<file path="src/rtl/ddr4_rdimm_cmd_driver.sv">
// DDR4 RDIMM register input-bus command driver: valid/ready command intake, MRS side-A/side-B split, rank-1 address mirroring.
// Define DDR4_RDIMM_CMD_PARITY_EN to drive even command/address parity on DPAR; otherwise DPAR is tied low.

module ddr4_rdimm_cmd_driver #(
  parameter int unsigned MRS_GAP      = 8,
  parameter string       MC_CA_MIRROR = "OFF"
) (
  input  logic        clk,
  input  logic        rst_n,
  input  logic        cmd_valid,
  output logic        cmd_ready,
  input  logic [2:0]  cmd_type,
  input  logic        cmd_rank,
  input  logic [1:0]  cmd_bg,
  input  logic [1:0]  cmd_ba,
  input  logic [17:0] cmd_addr,
  input  logic [1:0]  cke_in,
  input  logic [1:0]  odt_in,
  output logic [17:0] DA,
  output logic [1:0]  DBA,
  output logic [1:0]  DBG,
  output logic        DACT_n,
  output logic        DCS0_n,
  output logic        DCS1_n,
  output logic        DPAR,
  output logic [1:0]  DCKE,
  output logic [1:0]  DODT,
  output logic        cmd_err
);

  localparam logic [2:0]  CMD_DES  = 3'd0;
  localparam logic [2:0]  CMD_ACT  = 3'd1;
  localparam logic [2:0]  CMD_RD   = 3'd2;
  localparam logic [2:0]  CMD_WR   = 3'd3;
  localparam logic [2:0]  CMD_PRE  = 3'd4;
  localparam logic [2:0]  CMD_REF  = 3'd5;
  localparam logic [2:0]  CMD_MRS  = 3'd6;
  localparam logic [2:0]  CMD_RSVD = 3'd7;

  localparam logic [17:0] DES_DA      = 18'h1C000;
  localparam logic [17:0] SIDE_B_MASK = 18'h22BF8;
  localparam bit          MIRROR_ON   = (MC_CA_MIRROR == "ON");
  localparam logic [7:0]  GAP_LOAD    = 8'(MRS_GAP - 1);

  typedef struct packed {
    logic        cs0n;
    logic        cs1n;
    logic        actn;
    logic [17:0] da;
    logic [1:0]  ba;
    logic [1:0]  bg;
  } pins_t;

  typedef enum logic [1:0] {
    IDLE,
    MRS_A,
    GAP,
    MRS_B
  } state_t;

  function automatic pins_t desPins();
    pins_t p;
    p.cs0n = 1'b1;
    p.cs1n = 1'b1;
    p.actn = 1'b1;
    p.da   = DES_DA;
    p.ba   = 2'b00;
    p.bg   = 2'b00;
    return p;
  endfunction

  // Odd-rank mirroring swaps the pin pairs the DIMM routes crosswise on the back side.
  function automatic pins_t applyMirror(input pins_t p, input logic rank);
    pins_t m;
    m = p;
    if (MIRROR_ON && rank) begin
      m.da[3]  = p.da[4];
      m.da[4]  = p.da[3];
      m.da[5]  = p.da[6];
      m.da[6]  = p.da[5];
      m.da[7]  = p.da[8];
      m.da[8]  = p.da[7];
      m.da[11] = p.da[13];
      m.da[13] = p.da[11];
      m.ba     = {p.ba[0], p.ba[1]};
      m.bg     = {p.bg[0], p.bg[1]};
    end
    return m;
  endfunction

  function automatic logic [2:0] opCode(input logic [2:0] t);
    logic [2:0] c;
    case (t)
      CMD_RD:  c = 3'b101;
      CMD_WR:  c = 3'b100;
      CMD_PRE: c = 3'b010;
      CMD_REF: c = 3'b001;
      default: c = 3'b000;
    endcase
    return c;
  endfunction

  state_t      state_q;
  logic        ready_q;
  logic [7:0]  gapCnt_q;
  logic        err_q;
  pins_t       pins_q;
  logic [1:0]  cke_q;
  logic [1:0]  odt_q;
  logic [17:0] mrsDa_q;
  logic [1:0]  mrsBa_q;
  logic        mrsBg0_q;
  logic        mrsRank_q;

  pins_t       encPins_d;
  logic        encErr_d;
  pins_t       sideB_d;
  pins_t       pins_d;
  logic [17:0] mrsDa_d;
  logic        accept_d;

  assign accept_d = cmd_valid && ready_q;
  assign mrsDa_d  = {cmd_addr[17], 3'b000, cmd_addr[13:0]};

  always_comb begin
    encPins_d = desPins();
    encErr_d  = 1'b0;
    case (cmd_type)
      CMD_ACT: begin
        encPins_d.cs0n = cmd_rank;
        encPins_d.cs1n = ~cmd_rank;
        encPins_d.actn = 1'b0;
        encPins_d.da   = cmd_addr;
        encPins_d.ba   = cmd_ba;
        encPins_d.bg   = cmd_bg;
      end
      CMD_RD, CMD_WR, CMD_PRE, CMD_REF: begin
        encPins_d.cs0n = cmd_rank;
        encPins_d.cs1n = ~cmd_rank;
        encPins_d.da   = {cmd_addr[17], opCode(cmd_type), cmd_addr[13:0]};
        encPins_d.ba   = cmd_ba;
        encPins_d.bg   = cmd_bg;
      end
      CMD_MRS: begin
        encPins_d.cs0n = cmd_rank;
        encPins_d.cs1n = ~cmd_rank;
        encPins_d.da   = mrsDa_d;
        encPins_d.ba   = cmd_ba;
        encPins_d.bg   = {1'b0, cmd_bg[0]};
      end
      CMD_RSVD: encErr_d = 1'b1;
      default: ;
    endcase
    encPins_d = applyMirror(encPins_d, cmd_rank);
  end

  // Side-B copy is pre-inverted so the register's B-side inversion restores the original value.
  always_comb begin
    sideB_d      = desPins();
    sideB_d.cs0n = mrsRank_q;
    sideB_d.cs1n = ~mrsRank_q;
    sideB_d.da   = mrsDa_q ^ SIDE_B_MASK;
    sideB_d.ba   = ~mrsBa_q;
    sideB_d.bg   = {1'b1, ~mrsBg0_q};
    sideB_d      = applyMirror(sideB_d, mrsRank_q);
  end

  always_comb begin
    pins_d = desPins();
    case (state_q)
      IDLE:    if (accept_d) pins_d = encPins_d;
      MRS_A:   if (MRS_GAP == 0) pins_d = sideB_d;
      GAP:     if (gapCnt_q == 8'd0) pins_d = sideB_d;
      default: ;
    endcase
  end

`ifdef DDR4_RDIMM_CMD_PARITY_EN
  logic dpar_q;
`endif

  always_ff @(posedge clk) begin
    if (!rst_n) begin
      state_q   <= IDLE;
      ready_q   <= 1'b1;
      gapCnt_q  <= 8'd0;
      err_q     <= 1'b0;
      pins_q    <= desPins();
      cke_q     <= 2'b00;
      odt_q     <= 2'b00;
      mrsDa_q   <= 18'd0;
      mrsBa_q   <= 2'b00;
      mrsBg0_q  <= 1'b0;
      mrsRank_q <= 1'b0;
`ifdef DDR4_RDIMM_CMD_PARITY_EN
      dpar_q    <= 1'b0;
`endif
    end else begin
      cke_q  <= cke_in;
      odt_q  <= odt_in;
      pins_q <= pins_d;
      err_q  <= 1'b0;
`ifdef DDR4_RDIMM_CMD_PARITY_EN
      dpar_q <= ^{pins_d.actn, pins_d.da, pins_d.ba, pins_d.bg};
`endif
      case (state_q)
        IDLE: begin
          if (accept_d) begin
            err_q <= encErr_d;
            if (cmd_type == CMD_MRS) begin
              state_q   <= MRS_A;
              ready_q   <= 1'b0;
              mrsDa_q   <= mrsDa_d;
              mrsBa_q   <= cmd_ba;
              mrsBg0_q  <= cmd_bg[0];
              mrsRank_q <= cmd_rank;
            end
          end
        end
        MRS_A: begin
          if (MRS_GAP == 0) begin
            state_q <= MRS_B;
          end else begin
            state_q  <= GAP;
            gapCnt_q <= GAP_LOAD;
          end
        end
        GAP: begin
          if (gapCnt_q == 8'd0) begin
            state_q <= MRS_B;
          end else begin
            gapCnt_q <= gapCnt_q - 8'd1;
          end
        end
        MRS_B: begin
          state_q <= IDLE;
          ready_q <= 1'b1;
        end
        default: begin
          state_q <= IDLE;
          ready_q <= 1'b1;
        end
      endcase
    end
  end

  assign cmd_ready = ready_q;
  assign cmd_err   = err_q;
  assign DA        = pins_q.da;
  assign DBA       = pins_q.ba;
  assign DBG       = pins_q.bg;
  assign DACT_n    = pins_q.actn;
  assign DCS0_n    = pins_q.cs0n;
  assign DCS1_n    = pins_q.cs1n;
  assign DCKE      = cke_q;
  assign DODT      = odt_q;
`ifdef DDR4_RDIMM_CMD_PARITY_EN
  assign DPAR      = dpar_q;
`else
  assign DPAR      = 1'b0;
`endif

endmodule

</file>
<file path="config.mk">
export PLATFORM = sky130hd
export DESIGN_NAME = ddr4_rdimm_cmd_driver
export DESIGN_NICKNAME = d
export VERILOG_FILES = /design/src/rtl/ddr4_rdimm_cmd_driver.sv
export SDC_FILE = /design/constraint.sdc
export NUM_CORES = 1
export LEC_CHECK = 0
export BUFFER_PORTS_ARGS = -buffer_cell sky130_fd_sc_hd__buf_2
export CORE_MARGIN = 2
export CORE_UTILIZATION = 51
export CTS_CLUSTER_SIZE = 10
export DETAILED_ROUTE_END_ITERATION = 10
export PLACE_DENSITY = 0.74
export SYNTH_ARGS = -nofsm -noshare
export SYNTH_HDL_FRONTEND = slang
export SYNTH_SLANG_ARGS = --single-unit
</file>
<file path="constraint.sdc">
create_clock -name clk -period 2.64 [get_ports clk]
set_input_delay 0.132 -clock clk [delete_from_list [all_inputs] [get_ports clk]]
set_output_delay 0.132 -clock clk [all_outputs]
set_load 0.005 [all_outputs]
</file>
==> run summary, run 1 <==
initial antenna violation count - 0
max-slew violations - 0
Num CTS Buffers - 9
number of unique standard cell types used by synthesis - 45
Die Wd - 72.1 um
path type of the worst setup path - register to register
clock skew - 0.00839 ns
CP top delay family - simple AND/OR/NAND/NOR gates
Max VDD drop - 0.472 mV
Max Clock Freq - 501 MHz
Core Box Area - 4410 um^2
fin crit period - 2.00 ns
DRC - 0
per-cell routed wire length - 13.1 um
Tightest Pin Transition - 0.659 ns
Cell Pwr Density - 852 nW/um^2
Rel. slew slack - 56.1%
CP Data Required Time - 2.91 ns
worst skew pair latency - 0.34 ns
Syn-to-layout area delta - 24.1%
Max Cap Viol - 0
top cell type by total area after synthesis - dfxtp_1
final setup vio count - 0
final period utilization - 75.6%
Num Clock Sinks - 60
Synth Register Bits - 60
synth top area cells - dfxtp_1, nand2_1, a21oi_1
status - complete, no violations
Worst-path clk slew - 0.07 ns
Mapped Area - 2360 um^2
die height - 72.1 um
top-area cell type share of the netlist area - 50.8%
starting utilization of the core area - 53.5%
vias in the first global route - 1892
Avg Cell Area, Syn - 8.82 um^2
Worst path slowest cell - or4_1
first-pass GRT wire length - 8.44 mm
share of layout cells above drive strength 1 - 25.7%
class of the worst hold path - primary input to register
Detailed Routing Iterations Pass 1 - 4
vias - 2068
I/O Pins - 65
sequential share of the synthesized area - 50.8%
H-tree level count - 3
startpoint types - register
Via density - 5.29
gp weighted congestion - 0.769
Tot Pwr - 2.50 mW
crit-path cells - or4_1 > or4_4 > a2bb2oi_1 > nor2_1
Post-CTS Resized - 0
Fin. Hold Viols - 0
nets - 373
largest net degree at the start of global routing - 26
Root Buffer Master - clkbuf_8
total die area - 5190 um^2
pre-CTS setup slack - 0.646 ns
CTS tree - yes
Synth Instances - 268
Synthesized Nets - 306
Post-CTS Setup Bufs - 0
Final WS setup - 0.644 ns
Detail Placement HPWL - 3.39 mm
Setup TNS - 0 ns
Static Leak - 1.29 nW
Crit. End Element - register
Tot GR Track Use - 21.1%
Max Root-Sink Buffers - 2
GR Overflow Total - 0
# rows - 24
CP max stage delay - 0.68 ns
IO buf count - 63
drt total wl - 5.13 mm
worst hold margin - 0.0377 ns
# diodes - 0
1st-iter DRT viols - 169
Synth Warn # - 0
RSZ-0062 raised after global routing - no
Critical path buffers and inverters - 0
CP Max Fanout - 14
post-route ant nets - 0
crit path DAT - 2.27 ns
synth_stat cells, drive strengths merged:
cell,instances
a211oi,3
a21oi,26
a221o,1
a22oi,5
a2bb2oi,13
a31oi,1
and2,4
and3,1
buf,5
clkbuf,10
clkinv,1
conb,1
dfxtp,60
ha,5
inv,8
mux2,1
mux2i,1
nand2,47
nand2b,5
nand3,7
nand3b,2
nand4,2
nor2,25
nor2b,2
nor3,5
nor3b,1
nor4,1
nor4b,1
o2111ai,1
o211ai,1
o21a,1
o21ai,9
o21ba,1
o31ai,1
or3,3
or3b,2
or4,3
or4b,1
xor2,1
timing repair:
item / CTS / global route
endpoints found under the hold margin: 3 / 1
endpoints found under the setup margin: 0 / 0
hold buffers: 3 / 1
logic make-up after synthesis:
group                    Yosys count  synth area share [%]
AO/OA/AOI/OAI                     63                  17.2
XOR/XNOR                           1                 0.371
adder cells (fa/ha/maj)            5                  2.65
buffers and inverters             24                  4.66
flip-flops                        60                  50.8
multiplexers                       2                 0.900
other                              1                 0.159
AND/OR/NAND/NOR                  112                  23.2
worst reg2reg max path, cell delays in order (launching register included):
cell and delay (ns):
dfxtp_1 0.34, or4_1 0.68, or4_4 0.65, a2bb2oi_1 0.17, nor2_1 0.09
placed cells by master (no fill, tap or decap), types with 2 or more instances in the layout:
| master | synthesis | final |
|---|---|---|
| buf_2 | 1 | 63 |
| dfxtp_1 | 60 | 60 |
| nand2_1 | 47 | 47 |
| a21oi_1 | 26 | 26 |
| nor2_1 | 25 | 25 |
| a2bb2oi_1 | 13 | 13 |
| clkbuf_8 | 0 | 10 |
| inv_1 | 8 | 8 |
| nand3_1 | 7 | 7 |
| o21ai_1 | 6 | 6 |
| nand2b_1 | 5 | 5 |
| a22oi_1 | 5 | 5 |
| ha_1 | 5 | 5 |
| nor3_1 | 5 | 4 |
| and2_1 | 4 | 4 |
| dlygate4sd3_1 | 0 | 4 |
| buf_4 | 1 | 4 |
| a211oi_1 | 3 | 3 |
| or3_1 | 3 | 3 |
| o21ai_0 | 3 | 3 |
| clkinv_2 | 0 | 3 |
| or4_1 | 2 | 2 |
| nor2b_1 | 2 | 2 |
| nand4_1 | 2 | 2 |
| nand3b_1 | 2 | 2 |
layer usage:
metal	track usage (%)	up-vias	part of all wire (%)
met5	0	-	0
met2	33.8	60	47
li1	-	1052	-
met3	6.53	10	5.7
met1	25.7	946	46
met4	10.3	0	1.9
worst paths after layout:
kind / from / to / slack, ns / cells past startpoint
min reg2reg: mrsBg0_q / mrsBg0_q / 0.46 / 2
min: cmd_addr[3] / DA[3] / 0.04 / 3
max reg2reg: gapCnt_q[2] / DBA[0] / 0.64 / 4
max: gapCnt_q[2] / DBA[0] / 0.64 / 4
metrics by stage:
step           instance area, um^2  std cells  utilization [%]
2_1_floorplan                 2360        268                -
3_3_place_gp                  2700        372             61.2
3_5_place_dp                  2700        372             61.2
4_1_cts                       2920        390             66.2
5_1_grt                       2930        391             66.4
6_report                      2930        391             66.4
report_power, final:
group	internal [mW]	total [mW]	switching, mW
combinational	0.267	0.618	0.351
sequential	1.03	1.08	0.0525
clock	0.451	0.798	0.347
total	1.75	2.50	0.751
final cells by class:
cell class | count | area, um^2
Timing Repair Buffer | 71 | 385
Fill cell | 369 | 1480
Inverter | 9 | 33.8
Clock buffer | 10 | 138
Tap cell | 52 | 65.1
Multi-Input combinational cell | 184 | 1060
Sequential cell | 60 | 1200
Clock inverter | 5 | 52.6
sequential cells by signal, indices dropped and copies added, names as in the netlist:
register and cells:
DA 18, DACT_n 1, DBA 2, DBG 2
DCKE 2, DCS0_n 1, DCS1_n 1, DODT 2
cmd_err 1, cmd_ready 1, gapCnt_q 8, mrsBa_q 2
mrsBg0_q 1, mrsDa_q 15, mrsRank_q 1, state_q 2
No activity file was read; power rests on OpenSTA's default activity.
==> inputs of run 2 (changes only) <==
--- a/config.mk
+++ b/config.mk
@@ -7,10 +7,10 @@
 export LEC_CHECK = 0
 export BUFFER_PORTS_ARGS = -buffer_cell sky130_fd_sc_hd__buf_2
 export CORE_MARGIN = 2
-export CORE_UTILIZATION = 51
+export CORE_UTILIZATION = 46
 export CTS_CLUSTER_SIZE = 10
 export DETAILED_ROUTE_END_ITERATION = 10
-export PLACE_DENSITY = 0.74
+export PLACE_DENSITY = 0.7
 export SYNTH_ARGS = -nofsm -noshare
 export SYNTH_HDL_FRONTEND = slang
 export SYNTH_SLANG_ARGS = --single-unit
==> constraint.sdc (replaced) <==
create_clock -name clk -period 1.7 [get_ports clk]
set_input_delay 0.085 -clock clk [delete_from_list [all_inputs] [get_ports clk]]
set_output_delay 0.085 -clock clk [all_outputs]
set_load 0.005 [all_outputs]
==> run summary, run 2 (synthesized netlist as in run 1, its figures left out) <==
status - complete, but fails checks
violated checks - negative setup slack
Die Wd - 75.7 um
CTS tree - yes
# diodes - 0
Core Box Area - 5040 um^2
Placed Area - 2900 um^2
most common cell after layout, fill and taps aside - buf_2
H-tree level count - 3
drt total wl - 5.92 mm
worst r2r src - gapCnt_q[5]
RSZ-0062 raised after global routing - yes
initial antenna violation count - 0
final setup vio count - 1
clock skew - 0.0118 ns
Max Root-Sink Buffers - 2
Fin. Hold Viols - 0
fin crit period - 1.72 ns
Finished Layout Cells - 445
Num Clock Sinks - 60
GR Overflow Total - 0
Setup TNS - -0.0188 ns
Detail Placement HPWL - 3.68 mm
share of layout cells above drive strength 1 - 32.8%
I/O Pins - 65
Crit. End Element - register
per-cell routed wire length - 13.3 um
Setup crit start - gapCnt_q[5]
Final Core Density - 67.6%
Max VDD drop - 0.613 mV
Cell Pwr Density - 1270 nW/um^2
Max Clock Freq - 582 MHz
Int Power - 2.97 mW
pre-CTS setup slack - -0.0736 ns
first-pass GRT wire length - 8.98 mm
worst setup path end - gapCnt_q[6]
Gate power share - 32.0%
commonest cells after routing, fill and taps aside - buf_2, dfxtp_1, nand2_1
total die area - 5730 um^2
path type of the worst setup path - register to register
sw frac - 31.6%
startpoint types - register
Reg power frac - 38.6%
Num CTS Buffers - 9
1st-iter DRT viols - 119
Worst-path clk slew - 0.08 ns
multi-input logic area - 1150 um^2
Tot Pwr - 4.34 mW
die height - 75.7 um
Syn-to-layout area delta - 44.3%
Layout fillers - 415
flop2flop setup slack - -0.02 ns
largest net degree at the start of global routing - 27
class of the worst hold path - primary input to register
starting utilization of the core area - 46.9%
CP Max Fanout - 6
Max Cap Viol - 0
worst hold margin - 0.0110 ns
Tot GR Track Use - 21.3%
FF/Latch Area - 1200 um^2
Via density - 5.05
gp weighted congestion - 0.844
Detailed Routing Iterations Pass 1 - 4
Static Leak - 1.48 nW
Non-Filler Cell Area, Final - 3410 um^2
vias - 2248
vias in the first global route - 1959
Largest register FFs - 18
Final WS setup - -0.0188 ns
max-slew violations - 0
CP Data Required Time - 1.98 ns
final period utilization - 101%
NetSw - 1.37 mW
crit path DAT - 2.00 ns
IO buf count - 63
Root Buffer Master - clkbuf_8
DRC - 0
# rows - 26
Clock power frac - 29.4%
post-route ant nets - 0
Worst Min Path Start - cmd_addr[6]
reg2reg end - gapCnt_q[6]
Worst Reg-to-Reg Cells - 4
placed cells - 408
worst skew pair latency - 0.34 ns
nets - 408
run 2: power groups by stage:
stage / clock network, mW / registers, mW / logic, mW
floorplan: 0 / 1.73 / 0.640
global placement: 0 / 1.70 / 1.17
detailed placement: 0 / 1.70 / 1.18
CTS: 1.29 / 1.67 / 1.26
global route: 1.35 / 1.70 / 1.53
finish: 1.27 / 1.68 / 1.39
run 2: worst min-delay path by stage:
stage,endpoint,slack (ns),cells after the start
floorplan,DACT_n,0.19,1
global placement,DCKE[1],0.29,2
detailed placement,DODT[1],0.29,2
CTS,mrsDa_q[2],0.004,3
global route,mrsDa_q[2],0.02,3
finish,DA[6],0.01,3
run 2: worst max-delay path, stage by stage (launching register included):
cell	delay (ns)
dfxtp_2	0.32
or4_4	0.55
buf_6	0.16
or4b_4	0.48
a21oi_2	0.15
run 2: per-layer routing:
| metal | share of wire (%) | global-route usage, % | vias up |
|---|---|---|---|
| met2 | 50 | 34.5 | 75 |
| met3 | 5.3 | 4.89 | 8 |
| met4 | 1.5 | 9.75 | 0 |
| met5 | 0 | 0 | - |
| met1 | 43 | 26.9 | 1034 |
| li1 | - | - | 1131 |
run 2: what timing repair did:
action | in CTS | in global routing
pin swaps | 0 | 11
gates resized for setup | 7 | 18
endpoints found under the setup margin | 25 | 48
endpoints found under the hold margin | 28 | 0
hold buffers | 20 | 0
buffers inserted | 0 | 0
gates cloned | 0 | 1
run 2: layout make-up:
type | count | share of cell area, %
clock buffers | 9 | 3.63
clock inverters | 7 | 2.20
inverters | 9 | 0.990
multi-input cells | 185 | 33.8
flip-flops and latches | 60 | 35.3
well taps | 70 | 2.57
repair buffers | 105 | 21.5
